<file path="src/rtl/instruction_fetch_unit_if.sv">
// Fetch-unit port bundle: ROM address/data plus the valid/ready link to execute.
// master = fetch unit, slave = ROM/execute environment.
interface instruction_fetch_unit_if #(
    parameter int ADDR_WIDTH = 16,
    parameter int OP_WIDTH   = 4,
    parameter int REG_WIDTH  = 8
);
    localparam int INSTR_WIDTH = OP_WIDTH + 3 * REG_WIDTH;

    // ROM side
    logic [ADDR_WIDTH-1:0]  oAddress;
    logic [INSTR_WIDTH-1:0] iInstruction;

    // Control from execute
    logic                   iEnable;
    logic                   iBranchTaken;
    logic [ADDR_WIDTH-1:0]  iBranchTarget;

    // Decoded instruction towards execute
    logic                   oValid;
    logic                   iReady;
    logic [OP_WIDTH-1:0]    oOpcode;
    logic [REG_WIDTH-1:0]   oDest;
    logic [REG_WIDTH-1:0]   oSrc1;
    logic [REG_WIDTH-1:0]   oSrc0;
    logic [2*REG_WIDTH-1:0] oImm;
    logic [ADDR_WIDTH-1:0]  oPC;
    logic [15:0]            oFetchCount;

    modport master (
        output oAddress,
        input  iInstruction,
        input  iEnable,
        input  iBranchTaken,
        input  iBranchTarget,
        output oValid,
        input  iReady,
        output oOpcode,
        output oDest,
        output oSrc1,
        output oSrc0,
        output oImm,
        output oPC,
        output oFetchCount
    );

    modport slave (
        input  oAddress,
        output iInstruction,
        output iEnable,
        output iBranchTaken,
        output iBranchTarget,
        input  oValid,
        output iReady,
        input  oOpcode,
        input  oDest,
        input  oSrc1,
        input  oSrc0,
        input  oImm,
        input  oPC,
        input  oFetchCount
    );
endinterface

</file>
<file path="src/rtl/instruction_fetch_unit.sv">
// Fetch/decode stage: instruction at PC appears one edge after load, one per cycle.
// Holds outputs and PC while oValid && !iReady; a taken branch flushes with a one-cycle bubble.
module instruction_fetch_unit #(
    parameter logic [15:0] RESET_PC  = 16'd0,
    parameter int          OP_WIDTH  = 4,
    parameter int          REG_WIDTH = 8
) (
    input  logic                      Clock,
    input  logic                      Reset,
    instruction_fetch_unit_if.master  bus
);
    localparam int INSTR_WIDTH = OP_WIDTH + 3 * REG_WIDTH;

    logic [15:0]            pc_q,      pc_d;
    logic                   valid_q,   valid_d;
    logic [OP_WIDTH-1:0]    opcode_q,  opcode_d;
    logic [REG_WIDTH-1:0]   dest_q,    dest_d;
    logic [REG_WIDTH-1:0]   src1_q,    src1_d;
    logic [REG_WIDTH-1:0]   src0_q,    src0_d;
    logic [2*REG_WIDTH-1:0] imm_q,     imm_d;
    logic [15:0]            out_pc_q,  out_pc_d;
    logic [15:0]            count_q,   count_d;

    logic [INSTR_WIDTH-1:0] instr;
    logic                   accept;
    logic                   load;

    assign instr  = bus.iInstruction;
    assign accept = valid_q && bus.iReady;
    assign load   = bus.iEnable && (!valid_q || bus.iReady);

    always_comb begin
        pc_d     = pc_q;
        valid_d  = valid_q;
        opcode_d = opcode_q;
        dest_d   = dest_q;
        src1_d   = src1_q;
        src0_d   = src0_q;
        imm_d    = imm_q;
        out_pc_d = out_pc_q;
        // An instruction accepted in the branch cycle still counts even though it is flushed.
        count_d  = accept ? count_q + 16'd1 : count_q;

        if (bus.iBranchTaken) begin
            pc_d    = bus.iBranchTarget;
            valid_d = 1'b0;
        end else if (load) begin
            opcode_d = instr[INSTR_WIDTH-1 -: OP_WIDTH];
            dest_d   = instr[3*REG_WIDTH-1 -: REG_WIDTH];
            src1_d   = instr[2*REG_WIDTH-1 -: REG_WIDTH];
            src0_d   = instr[REG_WIDTH-1:0];
            imm_d    = instr[2*REG_WIDTH-1:0];
            out_pc_d = pc_q;
            pc_d     = pc_q + 16'd1;
            valid_d  = 1'b1;
        end else if (accept) begin
            valid_d = 1'b0;
        end
    end

    always_ff @(posedge Clock or posedge Reset) begin
        if (Reset) begin
            pc_q     <= RESET_PC;
            valid_q  <= 1'b0;
            opcode_q <= '0;
            dest_q   <= '0;
            src1_q   <= '0;
            src0_q   <= '0;
            imm_q    <= '0;
            out_pc_q <= '0;
            count_q  <= '0;
        end else begin
            pc_q     <= pc_d;
            valid_q  <= valid_d;
            opcode_q <= opcode_d;
            dest_q   <= dest_d;
            src1_q   <= src1_d;
            src0_q   <= src0_d;
            imm_q    <= imm_d;
            out_pc_q <= out_pc_d;
            count_q  <= count_d;
        end
    end

    assign bus.oAddress    = pc_q;
    assign bus.oValid      = valid_q;
    assign bus.oOpcode     = opcode_q;
    assign bus.oDest       = dest_q;
    assign bus.oSrc1       = src1_q;
    assign bus.oSrc0       = src0_q;
    assign bus.oImm        = imm_q;
    assign bus.oPC         = out_pc_q;
    assign bus.oFetchCount = count_q;
endmodule

</file>
<file path="src/flat_wrapper.sv">
// flat-port wrapper written by rule: the top's interface ports become plain ports
module instruction_fetch_unit_flat 
#(
    parameter logic [15:0] RESET_PC  = 16'd0,
    parameter int          OP_WIDTH  = 4,
    parameter int          REG_WIDTH = 8
)
  (Clock, Reset, bus_oAddress, bus_iInstruction, bus_iEnable, bus_iBranchTaken, bus_iBranchTarget, bus_oValid, bus_iReady, bus_oOpcode, bus_oDest, bus_oSrc1, bus_oSrc0, bus_oImm, bus_oPC, bus_oFetchCount);
  instruction_fetch_unit_if #(.ADDR_WIDTH(16), .OP_WIDTH(OP_WIDTH), .REG_WIDTH(REG_WIDTH)) bus_i ();
  input  logic Clock;
  input  logic Reset;
  output wire logic [$bits(bus_i.oAddress)-1:0] bus_oAddress;
  input wire logic [$bits(bus_i.iInstruction)-1:0] bus_iInstruction;
  input wire logic [$bits(bus_i.iEnable)-1:0] bus_iEnable;
  input wire logic [$bits(bus_i.iBranchTaken)-1:0] bus_iBranchTaken;
  input wire logic [$bits(bus_i.iBranchTarget)-1:0] bus_iBranchTarget;
  output wire logic [$bits(bus_i.oValid)-1:0] bus_oValid;
  input wire logic [$bits(bus_i.iReady)-1:0] bus_iReady;
  output wire logic [$bits(bus_i.oOpcode)-1:0] bus_oOpcode;
  output wire logic [$bits(bus_i.oDest)-1:0] bus_oDest;
  output wire logic [$bits(bus_i.oSrc1)-1:0] bus_oSrc1;
  output wire logic [$bits(bus_i.oSrc0)-1:0] bus_oSrc0;
  output wire logic [$bits(bus_i.oImm)-1:0] bus_oImm;
  output wire logic [$bits(bus_i.oPC)-1:0] bus_oPC;
  output wire logic [$bits(bus_i.oFetchCount)-1:0] bus_oFetchCount;
  assign bus_oAddress = bus_i.oAddress;
  assign bus_i.iInstruction = bus_iInstruction;
  assign bus_i.iEnable = bus_iEnable;
  assign bus_i.iBranchTaken = bus_iBranchTaken;
  assign bus_i.iBranchTarget = bus_iBranchTarget;
  assign bus_oValid = bus_i.oValid;
  assign bus_i.iReady = bus_iReady;
  assign bus_oOpcode = bus_i.oOpcode;
  assign bus_oDest = bus_i.oDest;
  assign bus_oSrc1 = bus_i.oSrc1;
  assign bus_oSrc0 = bus_i.oSrc0;
  assign bus_oImm = bus_i.oImm;
  assign bus_oPC = bus_i.oPC;
  assign bus_oFetchCount = bus_i.oFetchCount;
  instruction_fetch_unit #(.RESET_PC(RESET_PC), .OP_WIDTH(OP_WIDTH), .REG_WIDTH(REG_WIDTH)) u_core (.Clock(Clock), .Reset(Reset), .bus(bus_i));
endmodule
</file>
<file path="config.mk">
export PLATFORM = sky130hd
export DESIGN_NAME = instruction_fetch_unit_flat
export DESIGN_NICKNAME = d
export VERILOG_FILES = /design/src/rtl/instruction_fetch_unit_if.sv /design/src/rtl/instruction_fetch_unit.sv /design/src/flat_wrapper.sv
export SDC_FILE = /design/constraint.sdc
export NUM_CORES = 1
export LEC_CHECK = 0
export ABC_AREA = 1
export BUFFER_PORTS_ARGS = -buffer_cell sky130_fd_sc_hd__buf_2
export CAP_MARGIN = 0
export CORE_MARGIN = 10
export CORE_UTILIZATION = 44
export CTS_BUF_LIST = sky130_fd_sc_hd__clkbuf_16
export DETAILED_ROUTE_END_ITERATION = 7
export MAX_ROUTING_LAYER = met4
export PLACE_DENSITY_LB_ADDON = 0.1
export SYNTH_ARGS = -nofsm -noshare
export SYNTH_HDL_FRONTEND = slang
export SYNTH_SLANG_ARGS = --single-unit
</file>
<file path="constraint.sdc">
create_clock -name Clock -period 1.92 [get_ports Clock]
set_input_delay 0.096 -clock Clock [delete_from_list [all_inputs] [get_ports Clock]]
set_output_delay 0.096 -clock Clock [all_outputs]
set_load 0.03 [all_outputs]
</file>
# Word-level counts from Yosys, hierarchy flattened
# Cells that the tools add are included.
# totals
out_inout_bits,93
mem_bits_ro,0
reg_bits,93
ram_bits,0
latch_bits,0
wordCells,24
n_memories,0
in_bits,49
# classes
order_cmp,0
mul,0
n_eq_ne,0
n_div,0
shift,0
n_bitwise,1
n_mux,5
n_reduce_logical,7
n_addsub,2
# op_table
op,n
16-bit by 1-bit adder with 16-bit output (second input constant),2
16-bit 2-to-1 mux,2
1-bit 2-to-1 mux,3
3-bit nonzero test,1
1-bit logical AND,2
2-bit AND reduction,1
2-bit nonzero test,1
1-bit zero test,1
1-bit logical OR,1
1-bit NOT,1

# Depth between registers and ports, before layout
# logic_depth
depth_word,5
depth_mapped,8

# Worst setup path after synthesis
# Ideal clock, no wire load.
# synth_path
path_type,register -> register
startpoint,register u_core.pc_q[1] (netlist: u_core.bus.oAddress[1])
endpoint,register u_core.pc_q[12] (netlist: u_core.bus.oAddress[12])
t_arrival_ps,1412
stages_incl_launch_ff,9
slack_ps,387
setup_ps,121
t_required_ps,1799
n_path_buf,0
path_cell_list,dfrtp_1 -> ha_1 -> nand2_2 -> nor2_4 -> nand2_4 -> nor2_4 -> nand2_1 -> a21oi_1 -> nand2_1
# synth_via
elab_chain_len,3
# synth_lines
element,line_no,rtl
"start, declared",instruction_fetch_unit.sv:14,"logic [15:0] pc_q, pc_d;"
"start signal, assigned",instruction_fetch_unit.sv:73,pc_q <= pc_d;
16-bit by 1-bit adder with 16-bit output,instruction_fetch_unit.sv:54,pc_d = pc_q + 16'd1;
16-bit 2-to-1 mux,instruction_fetch_unit.sv:47,end else if (load) begin
16-bit 2-to-1 mux,instruction_fetch_unit.sv:44,if (bus.iBranchTaken) begin
# Every way passes these cells. The select of a mux whose other input is x is not followed.
# A chain may end at the register's enable or synchronous reset.

# Worst setup path in the final report
# layout_path
startpoint,register u_core.valid_q (netlist: u_core.bus.oValid)
endpoint,register u_core.imm_q[5] (netlist: u_core.bus.oImm[5])
# layout_via
elab_chain_len,4
# layout_lines
element,line_no,rtl
"start, declared",instruction_fetch_unit.sv:15,"logic valid_q, valid_d;"
"start signal, assigned",instruction_fetch_unit.sv:74,valid_q <= valid_d;
1-bit zero test,instruction_fetch_unit.sv:30,assign load = bus.iEnable && (!valid_q || bus.iReady);
1-bit logical OR,instruction_fetch_unit.sv:30,
1-bit logical AND,instruction_fetch_unit.sv:30,
2-bit AND reduction (no source line),--,
"end signal, assigned",instruction_fetch_unit.sv:79,imm_q <= imm_d;
"end, declared",instruction_fetch_unit.sv:20,"logic [2*REG_WIDTH-1:0] imm_q, imm_d;"
# Every way passes these cells.

==> impl_metrics.tcl <==
set metrics [dict create \
    outcome "finished, final reports clean" \
    core_area_mm2 0.008258 \
    rrSetupSlack_ns 0.51 \
    power_switching_uw 1888 \
    drv_slew 0 \
    synth_area_mm2 0.003742 \
    critical_path_class "register to register" \
    ir_drop_mv 0.4750 \
    period_share 0.7355 \
    ant_nets 0 \
    grt_pass1_wl_um 16920 \
    antenna_found_initial 0 \
    skew_ns 0.009060 \
    hp-class "primary input to register" \
    internal_power_uw 3296 \
    postCtsHoldBufs 32 \
    yosysTopAreaCellShare 0.5149 \
    grt_max_degree 78 \
    rsz0062_at_grt "false" \
    r2r_start "u_core.bus.oValid$_DFFE_PP0P_" \
    first_pass_iters 4 \
    clock_path_buffers 2 \
    critPathRequiredTime_ns 2.18 \
    seqPwrFrac 0.399 \
    min_from "bus_iBranchTarget[4]" \
    multi_input_area_mm2 0.001466 \
    drt_wl_total_um 10320 \
    fin_nets 664 \
    drc 0 \
    power_switching_share 0.3642 \
    fin_tns_setup_ns 0 \
    worst-endpoint-arrival_ns 1.67 \
    drive_gt1_frac 0.2966 \
    initial_utilization 0.4532 \
    cts_tree "built" \
    grt_use_total 0.1667 \
    die_h_um 112.2 \
    maxCapViolCount 0 \
    synth-seq-cells 77 \
    grt_pass1_vias 3353 \
    grt_overflow_total 0 \
    diodes 0 \
    r2r_cells 6 \
    whs_ns 0.01838 \
    row_count 33 \
    pwr-share-clk 0.315 \
    power_leakage_uw 0.002740 \
    ys_types 29 \
    seq_area_mm2 0.001927 \
    cts.clk_slew.worst_paths_ns 0.06 \
    dp_hpwl_um 7360 \
    fp.dieW_um 112.2 \
    start_kind "register" \
    synth_edf_count 0 \
    synth_nets 503 \
    viasPerCell 4.627 \
    worstPathMaxFanout 21 \
    htreeDepth 3 \
    cts.sink_count 77 \
    max_freq_mhz 708.1 \
    async_flop_share 1.000 \
    io_buffer_count 141 \
    ys_top_cells_by_area "dfrtp_1, nand2_1, buf_4" \
    cts_inserted_buffers 9 \
    final_util 0.6098 \
    timing.slew.headroom 0.7207 \
    syn_inst 452 \
    wire_per_inst_um 14.29 \
    root_buffer "clkbuf_16" \
    clock_latency_ns 0.33 \
    drtIter0Drc 175 \
    layout_min_cycle_time_ns 1.412 \
    finalSetupViolations 0 \
    ys_warn_count 0 \
    worst_hold_path.endpoint "u_core.bus.oAddress[4]$_DFFE_PP0P_" \
    ys_seq_area_frac 0.5149 \
    hold-path-cell-count 3 \
    power.density_mw_per_mm2 1029 \
    reg2reg_to "u_core.bus.oImm[5]$_DFFE_PP0P_" \
    postCtsSetupBuffers 0 \
    vias 3341 \
    routabilityCongestion 0.8043 \
    synth.avg_cell_area_um2 8.280 \
    yosysTopAreaCell "dfrtp_1" \
    finalHoldViolations 0 \
    worst_pin_slew_ns 0.4190 \
    combinationalPowerShare 0.287 \
    post_cts_resized 0 \
    synth_top_flop_cell "dfrtp_1" \
    area_growth_pct 34.57 \
    crit_path_end_kind "register" \
    ios 142 \
    fillers 789 \
    dieArea_mm2 0.01259 \
]
## synth_stat cells, types with 5 or more instances
cell type / count
inv_1: 34
buf_4: 19
nand2_1: 191
nand3b_1: 5
nor2_1: 25
xnor2_1: 5
nand3_1: 12
o21ai_0: 20
dfrtp_1: 77
nand4_1: 7
buf_2: 6
o211ai_1: 6
nor2_4: 6
xor2_1: 8
## metal layers
metal	vias up	routed length, um	track usage
li1	1712	-	-
met1	1546	4425	0.1984
met2	78	5364	0.2773
met3	5	472	0.03461
met4	0	57	0.05161
met5	-	0	-
## sequential cells by signal, summed over array words and instances (netlist names)
signal                  count
u_core.bus.oAddress        16
u_core.bus.oValid           1
u_core.bus.oDest            8
u_core.bus.oOpcode          4
u_core.bus.oPC             16
u_core.bus.oFetchCount     16
u_core.bus.oImm            16
## cells by family (layout without fill, tap and decap cells)
group                      Yosys count  count (layout)  synth area share
adders and majority gates            2               2          0.006686
and+or+nand+nor                    259             259            0.3022
DFF                                 77              77            0.5149
AOI/OAI and AO/OA                   35              35           0.05249
buffers and inverters               66             231           0.09328
xor gates and xnor gates            13              13           0.03042
## critical path, stage by stage, from the launching register on
cell	delay [ns]
dfrtp_1	0.40
nand2_1	0.15
nand3_4	0.09
inv_2	0.33
buf_4	0.25
nand2_1	0.06
nand2_1	0.06
## power groups by stage
stage	combinational, uW	clock [uW]	sequential [uW]
final	1490	1630	2070
after global routing	1610	1750	2110
after CTS	1510	1670	2070
after detailed placement	1450	0	2090
after global placement	1440	0	2080
after floorplan	571	0	2540
## how the worst max path moves through the flow
stage	start	endpoint	depth (start not counted)
3_3_place_gp	u_core.bus.oValid$_DFFE_PP0P_	u_core.bus.oImm[1]$_DFFE_PP0P_	6
3_5_place_dp	u_core.bus.oValid$_DFFE_PP0P_	u_core.bus.oDest[6]$_DFFE_PP0P_	6
4_1_cts	u_core.bus.oValid$_DFFE_PP0P_	u_core.bus.oDest[6]$_DFFE_PP0P_	6
6_report	u_core.bus.oValid$_DFFE_PP0P_	u_core.bus.oImm[5]$_DFFE_PP0P_	6
2_1_floorplan	u_core.bus.oAddress[1]$_DFFE_PP0P_	u_core.bus.oAddress[12]$_DFFE_PP0P_	8
5_1_grt	u_core.bus.oValid$_DFFE_PP0P_	u_core.bus.oAddress[10]$_DFFE_PP0P_	6
## metrics by stage
step           cell area, um2  worst slack (ns)  power [uW]  std cells
2_1_floorplan            3746            0.3867        3115        452
3_3_place_gp             4434            0.5471        3522        675
3_5_place_dp             4434            0.5007        3546        675
4_1_cts                  5036            0.4806        5252        722
5_1_grt                  5036            0.3267        5467        722
6_report                 5036            0.5078        5183        722
## cell type report
type,instances,area share
inverter,36,0.02758
clock buffer,9,0.04472
clock inverter,6,0.01118
tap,105,0.02609
sequential,77,0.3826
timing repair buffer,180,0.2166
multi-input combinational,309,0.2912
## layout by cell type, fill, tap and decap left out, types with 2 or more instances in the layout
master,n
nand2_1,191
buf_2,141
dfrtp_1,77
inv_1,34
dlygate4sd3_1,32
nor2_1,25
o21ai_0,20
nand3_1,12
clkbuf_16,9
xor2_1,8
nand4_1,7
nor2_4,6
o211ai_1,6
buf_4,6
nand3b_1,5
xnor2_1,5
nand3_2,4
nor2_2,4
a21oi_1,4
clkinv_2,3
nand2_2,2
inv_2,2
o21ai_1,2
clkinvlp_4,2
ha_1,2
No activity file was read; power rests on OpenSTA's default activity.
